[src/rtl/serial_arith_pkg.sv]
// Shared definitions for the bit-serial arithmetic blocks:
// the controller state encoding and the default operand width.
package serial_arith_pkg;

    localparam int DEFAULT_WIDTH = 8;

    typedef enum logic [1:0] {
        ST_IDLE = 2'd0,
        ST_RUN  = 2'd1,
        ST_DONE = 2'd2
    } state_t;

endpackage

[src/rtl/full_subtractor.sv]
// Combinational one-bit full subtractor computing x - y - bin.
// It is built from two half-subtractor stages whose borrows are ORed.
module full_subtractor (
    input  logic x,
    input  logic y,
    input  logic bin,
    output logic d,
    output logic bout
);

    logic d1;
    logic b1;
    logic b2;

    // The first stage computes x - y, and the second stage subtracts the incoming borrow.
    assign d1   = x ^ y;
    assign b1   = ~x & y;
    assign d    = d1 ^ bin;
    assign b2   = ~d1 & bin;
    assign bout = b1 | b2;

endmodule

[src/rtl/serial_subtractor.sv]
// Bit-serial unsigned subtractor that computes a - b one bit per clock, LSB first.
// The borrow is held in a register between cycles, and a start/busy/done handshake controls each operation.
module serial_subtractor
    import serial_arith_pkg::*;
#(
    parameter int WIDTH = DEFAULT_WIDTH
) (
    input  logic             clk,
    input  logic             rst,
    input  logic             start,
    input  logic [WIDTH-1:0] a,
    input  logic [WIDTH-1:0] b,
    output logic             busy,
    output logic             done,
    output logic [WIDTH-1:0] diff,
    output logic             borrow_out
);

    localparam int CW = (WIDTH > 1) ? $clog2(WIDTH) : 1;
    localparam logic [CW-1:0] CNT_LAST = CW'(WIDTH - 1);

    state_t           state_reg;
    state_t           state_next;
    logic             accept;
    logic [WIDTH-1:0] sa_reg;
    logic [WIDTH-1:0] sb_reg;
    logic [WIDTH-2:0] sd_reg;
    logic [CW-1:0]    cnt_reg;
    logic             br_reg;
    logic [WIDTH-1:0] diff_reg;
    logic             borrow_reg;
    logic             d_bit;
    logic             br_next;
    logic             last_bit;

    full_subtractor u_fs (
        .x    (sa_reg[0]),
        .y    (sb_reg[0]),
        .bin  (br_reg),
        .d    (d_bit),
        .bout (br_next)
    );

    assign last_bit = (cnt_reg == CNT_LAST);

    always_comb begin
        state_next = state_reg;
        accept     = 1'b0;
        case (state_reg)
            ST_IDLE: accept = start;
            ST_RUN:  if (last_bit) state_next = ST_DONE;
            ST_DONE: begin
                accept     = start;
                state_next = ST_IDLE;
            end
            default: state_next = ST_IDLE;
        endcase
        if (accept) state_next = ST_RUN;
    end

    // The bit-0 slot of the result is never needed: the final bit is merged in directly when the result is written.
    always_ff @(posedge clk) begin
        if (rst) begin
            state_reg  <= ST_IDLE;
            sa_reg     <= '0;
            sb_reg     <= '0;
            sd_reg     <= '0;
            cnt_reg    <= '0;
            br_reg     <= 1'b0;
            diff_reg   <= '0;
            borrow_reg <= 1'b0;
        end else begin
            state_reg <= state_next;
            if (accept) begin
                sa_reg  <= a;
                sb_reg  <= b;
                sd_reg  <= '0;
                cnt_reg <= '0;
                br_reg  <= 1'b0;
            end else if (state_reg == ST_RUN) begin
                sa_reg  <= sa_reg >> 1;
                sb_reg  <= sb_reg >> 1;
                sd_reg  <= (WIDTH-1)'({d_bit, sd_reg} >> 1);
                cnt_reg <= cnt_reg + 1'b1;
                br_reg  <= br_next;
                if (last_bit) begin
                    diff_reg   <= {d_bit, sd_reg};
                    borrow_reg <= br_next;
                end
            end
        end
    end

    assign busy       = (state_reg == ST_RUN);
    assign done       = (state_reg == ST_DONE);
    assign diff       = diff_reg;
    assign borrow_out = borrow_reg;

endmodule

[config.mk]
export PLATFORM = sky130hd
export DESIGN_NAME = serial_subtractor
export DESIGN_NICKNAME = d
export VERILOG_FILES = /design/src/rtl/serial_arith_pkg.sv /design/src/rtl/full_subtractor.sv /design/src/rtl/serial_subtractor.sv
export SDC_FILE = /design/constraint.sdc
export NUM_CORES = 1
export LEC_CHECK = 0
export CELL_PAD_IN_SITES_DETAIL_PLACEMENT = 1
export CELL_PAD_IN_SITES_GLOBAL_PLACEMENT = 1
export CORE_AREA = 2 2 62 70
export CTS_BUF_LIST = sky130_fd_sc_hd__clkbuf_8
export CTS_CLUSTER_DIAMETER = 50
export DETAILED_ROUTE_END_ITERATION = 8
export DIE_AREA = 0 0 64 72
export PLACE_DENSITY = 0.9
export SYNTH_ARGS = -nofsm -noshare
export SYNTH_HDL_FRONTEND = slang
export SYNTH_SLANG_ARGS = --single-unit
[constraint.sdc]
create_clock -name clk -period 3.3 [get_ports clk]
set_input_delay 0.66 -clock clk [delete_from_list [all_inputs] [get_ports clk]]
set_output_delay 0.66 -clock clk [all_outputs]
set_load 0.02 [all_outputs]
==> results of run 1 <==
==> cells by family (layout without fill, tap and decap cells) <==
family | Yosys count | after routing | synth area share [%]
DFF | 38 | 38 | 47.32
AOI/OAI and AO/OA | 38 | 38 | 17.82
and+or+nand+nor | 73 | 73 | 22.41
adders and majority gates | 3 | 3 | 2.801
muxes | 2 | 2 | 1.245
buffers and inverters | 18 | 43 | 7.859
xor gates and xnor gates | 1 | 1 | 0.5448
==> report_power, final <==
part,internal [mW],switching (mW)
registers,0.480,0.0131
logic,0.0560,0.0721
clock network,0.142,0.159
total,0.678,0.244
==> routing by layer <==
metal | track usage [%] | vias up
met5 | 0 | -
met4 | 10.63 | 0
met3 | 4.806 | 6
met2 | 31.60 | 25
met1 | 23.55 | 621
li1 | - | 646
==> worst reg2reg max path: stages, from the launching register on <==
cell and delay (ps):
sky130_fd_sc_hd__dfxtp_1 370, sky130_fd_sc_hd__ha_1 170, sky130_fd_sc_hd__ha_1 550, sky130_fd_sc_hd__nand3b_1 450, sky130_fd_sc_hd__nand2_1 230, sky130_fd_sc_hd__a21oi_2 70
==> through the flow <==
stage	power [mW]	instances	area (um2)	worst slack, ps
after floorplan	0.5958	173	1608	1780
after global placement	0.6242	243	1881	1128
after detailed placement	0.6303	243	1881	1106
after CTS	0.9311	250	1959	750.3
after global routing	0.9733	250	1959	654.5
final	0.9223	250	1959	780.0
==> how the worst min path moves through the flow <==
stage,slack (ps),endpoint,from,depth (start not counted)
final,460,diff[0],diff[0],2
after CTS,460,cnt_reg[2],cnt_reg[2],2
after detailed placement,450,cnt_reg[2],cnt_reg[2],2
after floorplan,440,sd_reg[0],sd_reg[0],2
after global placement,450,sd_reg[0],sd_reg[0],2
after global routing,490,diff[4],diff[4],2
==> Yosys cell counts, types with 2 or more instances <==
master | instances | area share (%)
sky130_fd_sc_hd__nor2b_1 | 2 | 0.78
sky130_fd_sc_hd__mux2i_1 | 2 | 1.2
sky130_fd_sc_hd__nand3_1 | 3 | 0.93
sky130_fd_sc_hd__o22ai_1 | 9 | 3.5
sky130_fd_sc_hd__a22oi_1 | 2 | 0.93
sky130_fd_sc_hd__buf_4 | 2 | 0.93
sky130_fd_sc_hd__a21oi_2 | 7 | 3.8
sky130_fd_sc_hd__a311oi_2 | 4 | 3.7
sky130_fd_sc_hd__nand2b_1 | 3 | 1.2
sky130_fd_sc_hd__nor2_1 | 7 | 1.6
sky130_fd_sc_hd__buf_6 | 4 | 2.8
sky130_fd_sc_hd__ha_1 | 2 | 1.6
sky130_fd_sc_hd__dfxtp_1 | 38 | 47
sky130_fd_sc_hd__nand3_2 | 7 | 4.4
sky130_fd_sc_hd__nor3_1 | 18 | 5.6
sky130_fd_sc_hd__inv_1 | 2 | 0.47
sky130_fd_sc_hd__buf_2 | 6 | 1.9
sky130_fd_sc_hd__nand2_1 | 32 | 7.5
sky130_fd_sc_hd__a21oi_1 | 13 | 4.0
==> area by class of cell <==
class / instances / area [um2] / share of cell area, %
Tap cell: 52 / 65.06 / 3.321
Clock buffer: 5 / 68.82 / 3.512
Multi-Input combinational cell: 117 / 720.7 / 36.78
Inverter: 3 / 13.76 / 0.7024
Sequential cell: 38 / 760.7 / 38.83
Clock inverter: 2 / 10.01 / 0.5109
Timing Repair Buffer: 33 / 320.3 / 16.35
==> impl_metrics.json, run 1 <==
{
  "rsz0062_at_grt": "false",
  "clock_sink_count": 38,
  "power_leakage_nw": 0.6451,
  "remaining_antenna_violation_count": 0,
  "die_area_um2": 4608,
  "post-route-min-period_ps": 2520,
  "grt_antenna_before_repair": 0,
  "h-tree-depth": 2,
  "yosys_warnings": 0,
  "cts_hold_bufs": 0,
  "synth_area_per_cell_um2": 9.294,
  "outcome": "completed",
  "timing.hold.worst.class": "reg2reg",
  "clk_latency_ps": 290,
  "setup_viol": 0,
  "dr_wl_cell_um": 15.46,
  "synthDistinctLibCells": 29,
  "filler_cell_count": 447,
  "postSynthRegisterBits": 38,
  "detailroute.wirelength.met2_um": 1933,
  "wl_um": 3865,
  "power_density_nw_per_um2": 470.7,
  "max-clock-path-buffers": 2,
  "clock_tree_from_tritoncts": "done",
  "required_arrival_time_at_the_worst_endpoint_ps": 2640,
  "overflow": 0,
  "detail_route.iter0.violations": 24,
  "post_synth_inst_count": 173,
  "port_buffers": 29,
  "placementRows": 24,
  "cpLargestDelayFamily": "buffers and inverters",
  "worst-setup-path-type": "reg2out",
  "tritoncts.num_buffers": 5,
  "detail_route.first_pass.iterations": 4,
  "crit_slowest_cell": "sky130_fd_sc_hd__clkdlybuf4s50_1",
  "grt_util_all_layers_pct": 19.41,
  "grt_pass1_wl_um": 6741,
  "worstPathArrival_ps": 1860,
  "post-dp-hpwl_um": 2445,
  "syn_to_final_growth_pct": 21.87,
  "worst_hold_slack_ps": 460.0,
  "ratio_of_cells_with_drive_above_1_in_the_final_layout_pct": 15.66,
  "pin_count": 30,
  "floorplan.die.height_um": 72,
  "start_util_pct": 41.51,
  "core_um2": 3874,
  "synth-edff-count": 0,
  "worst_ir_drop_vdd_mv": 0.2057,
  "post-cts-setup-buffer-count": 0,
  "dieWidth_um": 64,
  "finalHoldViolations": 0,
  "post-route-drc-count": 0,
  "regToRegSetupSlack_ps": 1340,
  "synth_seq_area_share_pct": 47.32,
  "synth_ff_type": "sky130_fd_sc_hd__dfxtp_1",
  "syn_area_um2": 1608,
  "cp_cell_sequence": "nand2b_1, inv_4, clkdlybuf4s50_1",
  "relSlewSlack_pct": 58.40,
  "max_cap_viol_count": 0,
  "endpoint": "busy",
  "layout_common_cells": "sky130_fd_sc_hd__dfxtp_1, sky130_fd_sc_hd__nand2_1, sky130_fd_sc_hd__clkdlybuf4s50_1, sky130_fd_sc_hd__nor3_1, sky130_fd_sc_hd__a21oi_1",
  "worst-path-max-fanout": 38,
  "finish.net_count": 220,
  "min_period_over_period_pct": 76.36,
  "antenna-diode-count": 0,
  "drt-met1-wl_um": 1709,
  "launch_point_of_the_critical_path": "state_reg[0]",
  "clockRootBuffer": "sky130_fd_sc_hd__clkbuf_8",
  "timing.clock.skew_ps": 4.475,
  "max_stage_delay_ps": 690,
  "post_synthesis_net_count": 195,
  "finished_core_util_pct": 50.58,
  "num_vias": 1298,
  "highest-signal-layer": "met4",
  "crit-reg2reg-launch": "cnt_reg[0]",
  "timing_worst_slew_pin_value_ps": 624.0,
  "synth-async-reset-ratio_pct": 0,
  "clk_transition_reported_paths_ps": 70,
  "globalplace.congestion": 0.7006,
  "endpoint_kind": "output pin",
  "maxClockFrequency_mhz": 396.8,
  "cts_repair_resize_count": 0,
  "path_buf_inv": 2,
  "layout_commonest_cell": "sky130_fd_sc_hd__dfxtp_1",
  "worst_r2r_path_depth": 5,
  "vias_per_cell": 5.192,
  "critical_path_depth": 3,
  "timing.rr.end": "diff[6]",
  "fin_tns_setup_ps": 0,
  "met3_wirelength_um": 134,
  "worst_setup_path_start_kind": "flop",
  "drv_slew": 0,
  "pin_count_of_the_biggest_net_entering_global_routing": 39,
  "vias_in_the_first_global_route": 1410
}
Power figures use the tool's default switching activity.
==> run 2: changes to the inputs <==
- CORE_AREA: 2 2 62 70 -> 2 2 67 76
- DIE_AREA: 0 0 64 72 -> 0 0 69 78
- PLACE_DENSITY: 0.9 -> 0.81
- clock period: 3.3 -> 2.15 ns (I/O delays scaled with it)
==> run 2 against run 1 <==
Die area up 17%. First-iteration DRC count up 46%. Worst setup slack worse by 510 ps. Highest routed layer unchanged. Sequential share of layout area down 0.49 points.
==> impl_metrics.json, run 2 (same netlist as run 1, synthesis figures left out) <==
{
  "post-route-drc-count": 0,
  "filler_cell_count": 552,
  "num_vias": 1327,
  "setup_viol": 0,
  "clock_tree_from_tritoncts": "done",
  "syn_to_final_growth_pct": 23.42,
  "clk_transition_reported_paths_ps": 70,
  "grt_util_all_layers_pct": 14.66,
  "endpoint_kind": "output pin",
  "timing.clock.skew_ps": 5.493,
  "max-clock-path-buffers": 2,
  "finish.net_count": 223,
  "clockRootBuffer": "sky130_fd_sc_hd__clkbuf_8",
  "worstPathArrival_ps": 1450,
  "crit_slowest_cell": "sky130_fd_sc_hd__clkdlybuf4s50_1",
  "detail_route.iter0.violations": 35,
  "power.internal_mw": 1.040,
  "rsz0062_at_grt": "false",
  "timing_worst_slew_pin_value_ps": 463.8,
  "clk_latency_ps": 290,
  "clock_sink_count": 38,
  "tritoncts.num_buffers": 5,
  "outcome": "completed",
  "finalHoldViolations": 0,
  "maxClockFrequency_mhz": 530.9,
  "post-route-min-period_ps": 1883,
  "relSlewSlack_pct": 69.08,
  "worst-path-max-fanout": 3,
  "detail_route.first_pass.iterations": 4,
  "layout_commonest_cell": "sky130_fd_sc_hd__dfxtp_1",
  "max_stage_delay_ps": 590,
  "power_leakage_nw": 0.6636,
  "dr_wl_cell_um": 14.31,
  "vias_in_the_first_global_route": 1303,
  "floorplan.die.height_um": 78,
  "fin_tns_setup_ps": 0,
  "h-tree-depth": 2,
  "start_util_pct": 35.30,
  "p_clk_share_pct": 31.9,
  "port_buffers": 29,
  "critical_path_depth": 3,
  "globalplace.congestion": 0.6825,
  "wl_um": 3678,
  "worst_ir_drop_vdd_mv": 0.4109,
  "remaining_antenna_violation_count": 0,
  "overflow": 0,
  "worst_setup_path_start_kind": "flop",
  "timing.hold.worst.class": "reg2reg",
  "power_density_nw_per_um2": 705.0,
  "antenna-diode-count": 0,
  "placementRows": 26,
  "drv_slew": 0,
  "pin_count": 30,
  "layout_common_cells": "sky130_fd_sc_hd__dfxtp_1, sky130_fd_sc_hd__nand2_1, sky130_fd_sc_hd__clkdlybuf4s50_1, sky130_fd_sc_hd__nor3_1, sky130_fd_sc_hd__a21oi_1",
  "worstHoldPathCells": 2,
  "vias_per_cell": 5.163,
  "finished_core_util_pct": 43.57,
  "pin_count_of_the_biggest_net_entering_global_routing": 38,
  "core_um2": 4554,
  "power.share.switching_pct": 25.66,
  "min_period_over_period_pct": 87.60,
  "cpLargestDelayFamily": "buffers and inverters",
  "dieWidth_um": 69,
  "die_area_um2": 5382,
  "share_of_total_power_in_combinational_logic_pct": 14.1,
  "post-cts-setup-buffer-count": 0,
  "seqPwrFrac_pct": 54.0,
  "total_switching_power_mw": 0.3590,
  "worst_r2r_path_depth": 5,
  "required_arrival_time_at_the_worst_endpoint_ps": 1720,
  "cts_repair_resize_count": 0,
  "ratio_of_cells_with_drive_above_1_in_the_final_layout_pct": 15.92,
  "grt_antenna_before_repair": 0,
  "max_cap_viol_count": 0,
  "grt_pass1_wl_um": 6216,
  "path_buf_inv": 2,
  "cp_cell_sequence": "nand2b_1, inv_4, clkdlybuf4s50_1",
  "worst-setup-path-type": "reg2out",
  "cts_hold_bufs": 0,
  "post-dp-hpwl_um": 2482
}
-- run 2: cell types whose count changed in the layout (fill, tap and decap cells not counted), sizes merged --
| cell | previous run | this run |
|---|---|---|
| buf | 4 | 7 |
| clkinv | 2 | 0 |
| inv | 3 | 5 |
-- run 2: cell type report --
cell class / instances / area (um2) / share of cell area [%]
Sequential cell: 38 / 760.7 / 38.34
Tap cell: 56 / 70.07 / 3.531
Timing Repair Buffer: 36 / 342.8 / 17.28
Multi-Input combinational cell: 117 / 720.7 / 36.32
Clock inverter: 2 / 7.507 / 0.3783
Clock buffer: 5 / 68.82 / 3.468
Inverter: 3 / 13.76 / 0.6936
-- run 2: per-stage QoR --
stage          hold WS (ps)  std cells  cell area [um2]  total power, mW  setup WS [ps]
2_1_floorplan         436.6        173             1608           0.9145          859.5
3_3_place_gp          445.9        250             1908           0.9647          348.9
3_5_place_dp          456.1        250             1908           0.9685          317.4
4_1_cts               466.2        257             1984            1.413          247.2
5_1_grt               475.9        257             1984            1.459          199.8
6_report              465.0        257             1984            1.399          266.6
-- run 2: power groups by stage --
stage / clock network, mW / logic, mW / registers (mW)
floorplan: 0 / 0.148 / 0.767
global placement: 0 / 0.195 / 0.770
detailed placement: 0 / 0.198 / 0.771
CTS: 0.459 / 0.199 / 0.755
global route: 0.481 / 0.220 / 0.758
finish: 0.446 / 0.198 / 0.755
-- run 2: path summary, 6_finish.rpt --
kind	start	end	slack, ps
worst max-delay path	state_reg[1]	busy	270
worst min-delay path	sd_reg[0]	sd_reg[0]	460
worst max register to register	state_reg[1]	sa_reg[6]	670
worst min register to register	sd_reg[0]	sd_reg[0]	460
-- run 2: layer usage --
metal | global-route usage (%) | part of all wire [%] | vias up
li1 | - | - | 652
met1 | 17.84 | 48 | 639
met2 | 23.17 | 46 | 28
met3 | 4.416 | 3.5 | 8
met4 | 7.843 | 2.5 | 0
met5 | 0 | 0 | -
-- run 2: worst reg2reg max path, stage by stage (launching register included) --
cell and delay (ps):
sky130_fd_sc_hd__dfxtp_1 320, sky130_fd_sc_hd__nand2b_1 190, sky130_fd_sc_hd__inv_4 70, sky130_fd_sc_hd__buf_4 380
sky130_fd_sc_hd__nand2_1 180, sky130_fd_sc_hd__a311oi_2 270
==> run 3: changes to the inputs <==
- PLACE_DENSITY: 0.81 -> 0.79
==> run 3 against run 2 <==
Power up 9.2%. First-iteration DRC count is 60% higher. Die area is the same. Cell count rose by 0.39%. Non-clock buffer count unchanged. Register-to-register slack is essentially flat. Global-route usage is 0.17 points higher. Design area increased by 1.7%. Sequential cell count unchanged. Sequential share of layout area shrank 0.64 points.
==> impl_metrics.json, run 3 (same netlist as run 1, synthesis figures left out) <==
{
  "outcome": "completed",
  "cts_hold_bufs": 0,
  "clockRootBuffer": "sky130_fd_sc_hd__clkbuf_8",
  "total_switching_power_mw": 0.3778,
  "post-route-drc-count": 0,
  "maxClockFrequency_mhz": 515.5,
  "pin_count_of_the_biggest_net_entering_global_routing": 38,
  "globalplace.congestion": 0.6655,
  "finish.net_count": 223,
  "core_um2": 4554,
  "worst-path-max-fanout": 5,
  "setup_viol": 0,
  "num_vias": 1323,
  "finalHoldViolations": 0,
  "required_arrival_time_at_the_worst_endpoint_ps": 1720,
  "power_density_nw_per_um2": 757.0,
  "seqPwrFrac_pct": 49.5,
  "relSlewSlack_pct": 66.34,
  "fin_tns_setup_ps": 0,
  "timing.clock.skew_ps": 5.901,
  "worst_setup_path_start_kind": "flop",
  "p_clk_share_pct": 37.6,
  "floorplan.die.height_um": 78,
  "power.internal_mw": 1.150,
  "layout_commonest_cell": "sky130_fd_sc_hd__dfxtp_1",
  "detail_route.first_pass.iterations": 4,
  "remaining_antenna_violation_count": 0,
  "min_period_over_period_pct": 90.23,
  "clk_latency_ps": 290,
  "wl_um": 3628,
  "post-cts-setup-buffer-count": 0,
  "clock_tree_from_tritoncts": "done",
  "clk_transition_reported_paths_ps": 70,
  "vias_in_the_first_global_route": 1323,
  "cts_repair_resize_count": 0,
  "endpoint_kind": "output pin",
  "syn_to_final_growth_pct": 25.53,
  "power.share.switching_pct": 24.73,
  "layout_common_cells": "sky130_fd_sc_hd__dfxtp_1, sky130_fd_sc_hd__nand2_1, sky130_fd_sc_hd__clkdlybuf4s50_1, sky130_fd_sc_hd__nor3_1, sky130_fd_sc_hd__a21oi_1",
  "finalWorstSetupSlack_ps": 210.0,
  "place_worst_setup_slack_ps": 297.3,
  "grt_pass1_wl_um": 6375,
  "clock_sink_count": 38,
  "worst_hold_slack_ps": 457.6,
  "post-route-min-period_ps": 1940,
  "rsz0062_at_grt": "false",
  "ratio_of_cells_with_drive_above_1_in_the_final_layout_pct": 17.33,
  "max-clock-path-buffers": 2,
  "start_util_pct": 35.30,
  "port_buffers": 29,
  "max_cap_viol_count": 0,
  "timing.hold.worst.class": "reg2reg",
  "power_leakage_nw": 0.6741,
  "drv_slew": 0,
  "overflow": 0,
  "worst-setup-path-type": "reg2out",
  "worstPathArrival_ps": 1510,
  "h-tree-depth": 2,
  "vias_per_cell": 5.128,
  "antenna-diode-count": 0,
  "worst_ir_drop_vdd_mv": 0.3827,
  "post-dp-hpwl_um": 2459,
  "share_of_total_power_in_combinational_logic_pct": 12.9,
  "dieWidth_um": 69,
  "pin_count": 30,
  "placementRows": 26,
  "timing_worst_slew_pin_value_ps": 504.9,
  "detail_route.iter0.violations": 56,
  "grt_antenna_before_repair": 0,
  "die_area_um2": 5382,
  "grt_util_all_layers_pct": 14.84,
  "tritoncts.num_buffers": 5,
  "dr_wl_cell_um": 14.06
}
run 3: cell count changes in the layout (fill, tap and decap cells not counted), sizes merged:
cell	before	now
clkbuf	5	8
inv	5	3
run 3: through the flow:
step | util [%] | power, mW | std cells | area, um2
floorplan | - | 0.9145 | 173 | 1608
global placement | 41.90 | 0.9655 | 250 | 1908
detailed placement | 41.90 | 0.9707 | 250 | 1908
CTS | 44.31 | 1.545 | 258 | 2018
global route | 44.31 | 1.599 | 258 | 2018
finish | 44.31 | 1.528 | 258 | 2018
run 3: area by class of cell:
class / instances / area, um2
timing repair buffer: 36 / 342.8
inverter: 3 / 13.76
multi-input combinational: 117 / 720.7
sequential: 38 / 760.7
clock buffer: 8 / 110.1
fill: 557 / 2536
tap: 56 / 70.07
run 3: routing by layer:
layer	up-vias	track usage [%]	share of wire [%]	wire (um)
li1	657	-	-	-
met1	635	19.55	47	1705
met2	26	23.08	47	1718
met3	5	4.286	3.9	140
met4	0	5.294	1.7	63
met5	-	0	0	0
run 3: power groups by stage:
| stage | registers (mW) | logic [mW] | clock network [mW] |
|---|---|---|---|
| 2_1_floorplan | 0.767 | 0.148 | 0 |
| 3_3_place_gp | 0.772 | 0.193 | 0 |
| 3_5_place_dp | 0.773 | 0.198 | 0 |
| 4_1_cts | 0.756 | 0.199 | 0.589 |
| 5_1_grt | 0.761 | 0.220 | 0.617 |
| 6_report | 0.757 | 0.197 | 0.574 |
run 3: critical path, stage by stage, from the launching register on:
cell                              delay (ps)
sky130_fd_sc_hd__dfxtp_1                 420
sky130_fd_sc_hd__nand2b_1                140
sky130_fd_sc_hd__inv_4                    70
sky130_fd_sc_hd__clkdlybuf4s50_1         600
run 3: final timing paths:
path | cells past startpoint | start | end | slack, ps
worst max register to register | 5 | state_reg[0] | sa_reg[6] | 670
worst max-delay path | 3 | state_reg[0] | busy | 210
worst min register to register | 2 | diff[0] | diff[0] | 460
worst min-delay path | 2 | diff[0] | diff[0] | 460
==> RTL change 1 (settings of run 3) <==
Re-encode `state_t` (3 states) as one-hot, 3 bits wide.
--- a/src/rtl/serial_arith_pkg.sv
+++ b/src/rtl/serial_arith_pkg.sv
@@ -5,8 +5,8 @@
     localparam int DEFAULT_WIDTH = 8;
 
-    typedef enum logic [1:0] {
-        ST_IDLE = 2'd0,
-        ST_RUN  = 2'd1,
-        ST_DONE = 2'd2
+    typedef enum logic [2:0] {
+        ST_IDLE = 3'b001,
+        ST_RUN  = 3'b010,
+        ST_DONE = 3'b100
     } state_t;
 
Behaviour: no difference found for any inputs over 10 cycles, from zero or initial values and one cycle with rst high; not proved beyond that.
==> RTL change 1 against run 3 <==
- hold slack worse by 2.3 ps
- critical path depth decreased by 1
- power increased by 2.0%
- sequential cell count increased by 1
- routed wire length up 21%
- worst setup slack worse by 85 ps
- cell count up 7.4%
- utilization up 2.0 points
- synthesized area is 4.7% higher
- via count increased by 10%
- count of clock-buffer cells in the layout shrank 3
- final area up 4.6%
- clock skew grew 1.9 ps
- first-iteration DRC count is 39% higher
- critical path type unchanged
- highest routed layer unchanged
==> RTL change 1: results (changes against run 3) <==
[layout] share of final layout cell area taken by non-clock buffers 0.158 [-0.0116]
[timing] final setup margin 125 ps [-85.1 ps]
[layout] fraction of area in multi-input gates 0.378 [+0.0205]
[power] Leakage Power 0.709 nW [+5.2%]
[route] violation count after the first detailed-routing iteration 78 [+39%]
[critical_path] end of the critical path done
[critical_path] worst setup path start state_reg[2]$_SDFFE_PP0P_
[power] Total Power Consumption 0.00156 W [+2.0%]
[layout] fill cell instance count of the final layout 548 [-1.6%]
[synth] part of the Yosys area used for sequential elements 0.464 [-0.00921]
[clock_tree] cts repair resizes 1 [+1]
[synth] number of unique standard cell types used by synthesis 31 [+6.9%]
[route] routed via count 1455 [+10%]
[synth] most instantiated cells after synthesis 53 x sky130_fd_sc_hd__nand2_1, 39 x sky130_fd_sc_hd__dfxtp_1, 22 x sky130_fd_sc_hd__a21oi_1
[timing] Tightest Pin Transition 634 ps [+129 ps]
[synth] most area-consuming cells after synthesis sky130_fd_sc_hd__dfxtp_1 46%, sky130_fd_sc_hd__nand2_1 12%, sky130_fd_sc_hd__a21oi_1 6.5%, sky130_fd_sc_hd__a311oi_2 4.5%, sky130_fd_sc_hd__a311oi_1 3.6%
[synth] Syn Area/Cell 8.72 um2 [-6.2%]
[critical_path] longest individual stage delay on the worst path 630 ps [+30 ps]
[route] final wirelength 4400 um [+21%]
[synth] cells after synthesis 193 [+12%]
[power] worst supply voltage drop on vdd 343 uV [-10%]
[timing] Clock Skew 7.79 ps [+1.88 ps]
[critical_path] source of the worst register-to-register timing path state_reg[0]$_SDFFE_PP1P_
[route] routed wl met3 120 um [-14%]
[synth] top cell type's share of synthesized area 0.464 [-0.00921]
[route] final routed wire length divided by cell count 15.9 um [+13%]
[critical_path] Critical Path AT 1600 ps [+90 ps]
[placement] DP Wirelength 2830 um [+15%]
[layout] share of cells above drive strength 1 0.127 [-0.0466]
[min_path] beginning of the worst hold path diff[7]$_SDFFE_PP0P_
[placement] Area after DPL 1990 um2 [+4.5%]
[placement] Post-Place Cells 269 [+7.6%]
[run_status] status complete, no violations
[global_route] largest net degree at the start of global routing 28 [-26%]
[power] power consumed by combinational cells 0.000173 W [-12%]
[timing] Post-Route Hold Slack 455 ps [-2.35 ps]
[synth] number of nets produced by synthesis 215 [+10%]
[layout] Multi-In Gates 136 [+16%]
[placement] placer's final routability congestion estimate 0.701 [+5.3%]
[global_route] first-pass GRT wire length 7560 um [+19%]
[synth] flop and latch count out of synthesis 39 [+2.6%]
[global_route] GRT Util Overall 0.176 [+0.0277]
[min_path] worst min-delay path endpoint diff[7]$_SDFFE_PP0P_
[layout] Non-clock buffers 35 [-2.8%]
RTL change 1: cell count changes after synthesis, sizes merged, moves of 7 or more:
| cell | change |
|---|---|
| nand3 | -8 |
| o22ai | -9 |
| nand2 | +27 |
| a311oi | +7 |
RTL change 1: layer usage:
metal  global-route usage  up-vias
met5                    0        -
met3               0.0455        4
li1                     -      723
met1                0.217      708
met4               0.0706        0
met2                0.292       20
RTL change 1: cells by family (layout without fill, tap and decap cells):
kind of cell / count (synthesis) / count (layout) / share of synthesized area
buffers and inverters: 18 / 46 / 0.0654
AND/OR/NAND/NOR: 86 / 86 / 0.236
adder cells (fa/ha/maj): 3 / 3 / 0.0268
flip-flops: 39 / 39 / 0.464
XOR/XNOR: 3 / 3 / 0.0156
AO/OA/AOI/OAI: 44 / 44 / 0.193
==> RTL change 2 (flow settings as in run 3) <==
Without the edit above. Change the package constant `DEFAULT_WIDTH` from 8 to 4.
--- a/src/rtl/serial_arith_pkg.sv
+++ b/src/rtl/serial_arith_pkg.sv
@@ -3,5 +3,5 @@
 package serial_arith_pkg;
 
-    localparam int DEFAULT_WIDTH = 8;
+    localparam int DEFAULT_WIDTH = 4;
 
     typedef enum logic [1:0] {
Interface: changed (resized a, b and diff); port bits go from 30 to 18. The function was not compared with the original's and may differ.
==> RTL change 2 against run 3 <==
- critical path depth unchanged
- power down 49%
- sequential cell count down 17
- final area down 44%
- sequential power down 45%
- synthesized area down 48%
- routed wire length down 47%
- clock power down 56%
- worst setup slack better by 79 ps
- sequential share of layout area down 0.19 points
==> RTL change 2: results (changes against run 3) <==
[route] number of iterations in the first detailed-routing pass 2 [-2]
[critical_path] maximum net fanout on the critical path 3 [-2]
[timing] Clock Skew 4.29 ps [-1.61 ps]
[min_path] path class of the lowest-slack min-delay path reg -> reg
[min_path] beginning of the worst hold path diff[3]$_SDFFE_PP0P_
[clock_tree] number of H-tree levels 1 [-1]
[min_path] worst min-delay path endpoint diff[3]$_SDFFE_PP0P_
[synth] number of unique standard cell types used by synthesis 26 [-10%]
[route] final routed wire length divided by cell count 11.4 um [-19%]
[synth] Compound-Gate Fraction of Synth Area 0.150 [-0.0281]
[critical_path] source of the worst register-to-register timing path cnt_reg[0]$_SDFFE_PP0P_
[synth] mux cell area share after synthesis 0.0238 [+0.0113]
[layout] Final #Nets 127 [-43%]
[placement] placement-stage worst setup slack 513 ps [+216 ps]
[synth] number of nets produced by synthesis 107 [-45%]
[global_route] GRT Util Overall 0.0811 [-0.0672]
[placement] placer's final routability congestion estimate 0.715 [+7.4%]
[timing] Tightest Pin Transition 310 ps [-195 ps]
[critical_path] flop-to-flop setup slack 910 ps [+240 ps]
[placement] Port Buffer Count 17 [-41%]
[route] routed via count 725 [-45%]
[layout] share of cells above drive strength 1 0.0973 [-0.0759]
[placement] DP Wirelength 1470 um [-40%]
[global_route] antenna violations before repair 0 [unchanged]
[global_route] first-pass GRT wire length 3550 um [-44%]
[synth] part of the Yosys area used for sequential elements 0.499 [+0.0261]
[synth] number of warnings reported in the yosys synthesis log 0 [unchanged]
[synth] async set or reset register ratio after synthesis 0 [unchanged]
[critical_path] RR Endpoint diff[2]$_SDFFE_PP0P_
[synth] xor/xnor share of the synthesized area 0.0104 [+0.00495]
[critical_path] cell count of the worst reg-to-reg path 4 [-1]
[synth] most area-consuming cells after synthesis sky130_fd_sc_hd__dfxtp_1 50%, sky130_fd_sc_hd__nand2_1 7.1%, sky130_fd_sc_hd__a21oi_1 5.3%, sky130_fd_sc_hd__nor3_1 4.8%, sky130_fd_sc_hd__a311oi_1 3.1%
[critical_path] Critical Path AT 1430 ps [-80 ps]
[route] violation count after the first detailed-routing iteration 4 [-93%]
[global_route] via count of the first global-routing pass 801 [-39%]
[synth] adder and majority cell fraction of the synthesized area 0.0386 [+0.0106]
[clock_tree] worst skew pair latency 260 ps [-30 ps]
[clock_tree] total clock buffers created by CTS 3 [-2]
[layout] antenna diode count 0 [unchanged]
[layout] fill cell instance count of the final layout 553 [-0.72%]
[synth] most instantiated cells after synthesis 21 x sky130_fd_sc_hd__dfxtp_1, 16 x sky130_fd_sc_hd__nand2_1, 9 x sky130_fd_sc_hd__a21oi_1
[clock_tree] cts repair resizes 0 [unchanged]
[global_route] largest net degree at the start of global routing 21 [-45%]
[power] Leakage Power 0.384 nW [-43%]
[power] worst supply voltage drop on vdd 227 uV [-41%]
[run_status] status complete, no violations
==> RTL change 2: cells by family (layout without fill, tap and decap cells) <==
| family | count (synthesis) | count (layout) |
|---|---|---|
| mux | 2 | 2 |
| fa+ha+maj | 2 | 2 |
| xor+xnor | 1 | 1 |
| compound gates | 19 | 19 |
| buf+inv | 9 | 28 |
| simple gates | 40 | 40 |
| flops | 21 | 21 |
==> RTL change 2: where the power goes <==
group | internal (W) | switching, W | total, W
combinational | 0.0000549 | 0.0000582 | 0.000113
sequential | 0.000408 | 0.0000112 | 0.000419
clock | 0.000129 | 0.000125 | 0.000254
total | 0.000591 | 0.000194 | 0.000786
==> RTL change 2: layout make-up <==
class,instances,share of cell area
Timing Repair Buffer,21,0.179
Clock inverter,1,0.00446
Inverter,3,0.0100
Tap cell,56,0.0625
Multi-Input combinational cell,64,0.333
Sequential cell,21,0.375
Clock buffer,3,0.0368
==> RTL change 2: layer usage <==
| layer | routed length [um] | global-route usage | vias up |
|---|---|---|---|
| met5 | 0 | 0 | - |
| met4 | 28 | 0.0412 | 0 |
| met3 | 69 | 0.0182 | 4 |
| met2 | 885 | 0.126 | 13 |
| met1 | 948 | 0.105 | 345 |
| li1 | - | - | 363 |
==> RTL change 2: how the worst max path moves through the flow <==
stage / endpoint / start / slack, ps / cells past startpoint
CTS: busy / state_reg[0]$_SDFFE_PP0P_ / 260 / 3
global route: busy / state_reg[0]$_SDFFE_PP0P_ / 210 / 3
finish: busy / state_reg[1]$_SDFFE_PP0P_ / 290 / 3
global placement: br_reg$_SDFFE_PP0P_ / start / 550 / 4
floorplan: busy / state_reg[1]$_SDFFE_PP0P_ / 950 / 3
detailed placement: sa_reg[2]$_SDFFE_PP0P_ / start / 510 / 5
==> RTL change 2: metrics by stage <==
step | hold WS, ps | instance area, um2 | util | total power [W] | std cells
3_5_place_dp | 454 | 1070 | 0.236 | 0.000542 | 165
2_1_floorplan | 437 | 842 | - | 0.000500 | 94
5_1_grt | 486 | 1120 | 0.246 | 0.000835 | 169
3_3_place_gp | 450 | 1070 | 0.236 | 0.000539 | 165
4_1_cts | 466 | 1120 | 0.246 | 0.000803 | 169
6_report | 460 | 1120 | 0.246 | 0.000786 | 169
==> RTL change 2: worst max-delay path: cells and delay by family (launching register included) <==
kind,cells,cell delay (ps)
flip-flops,1,320
buffers and inverters,2,660
AND/OR/NAND/NOR,1,190
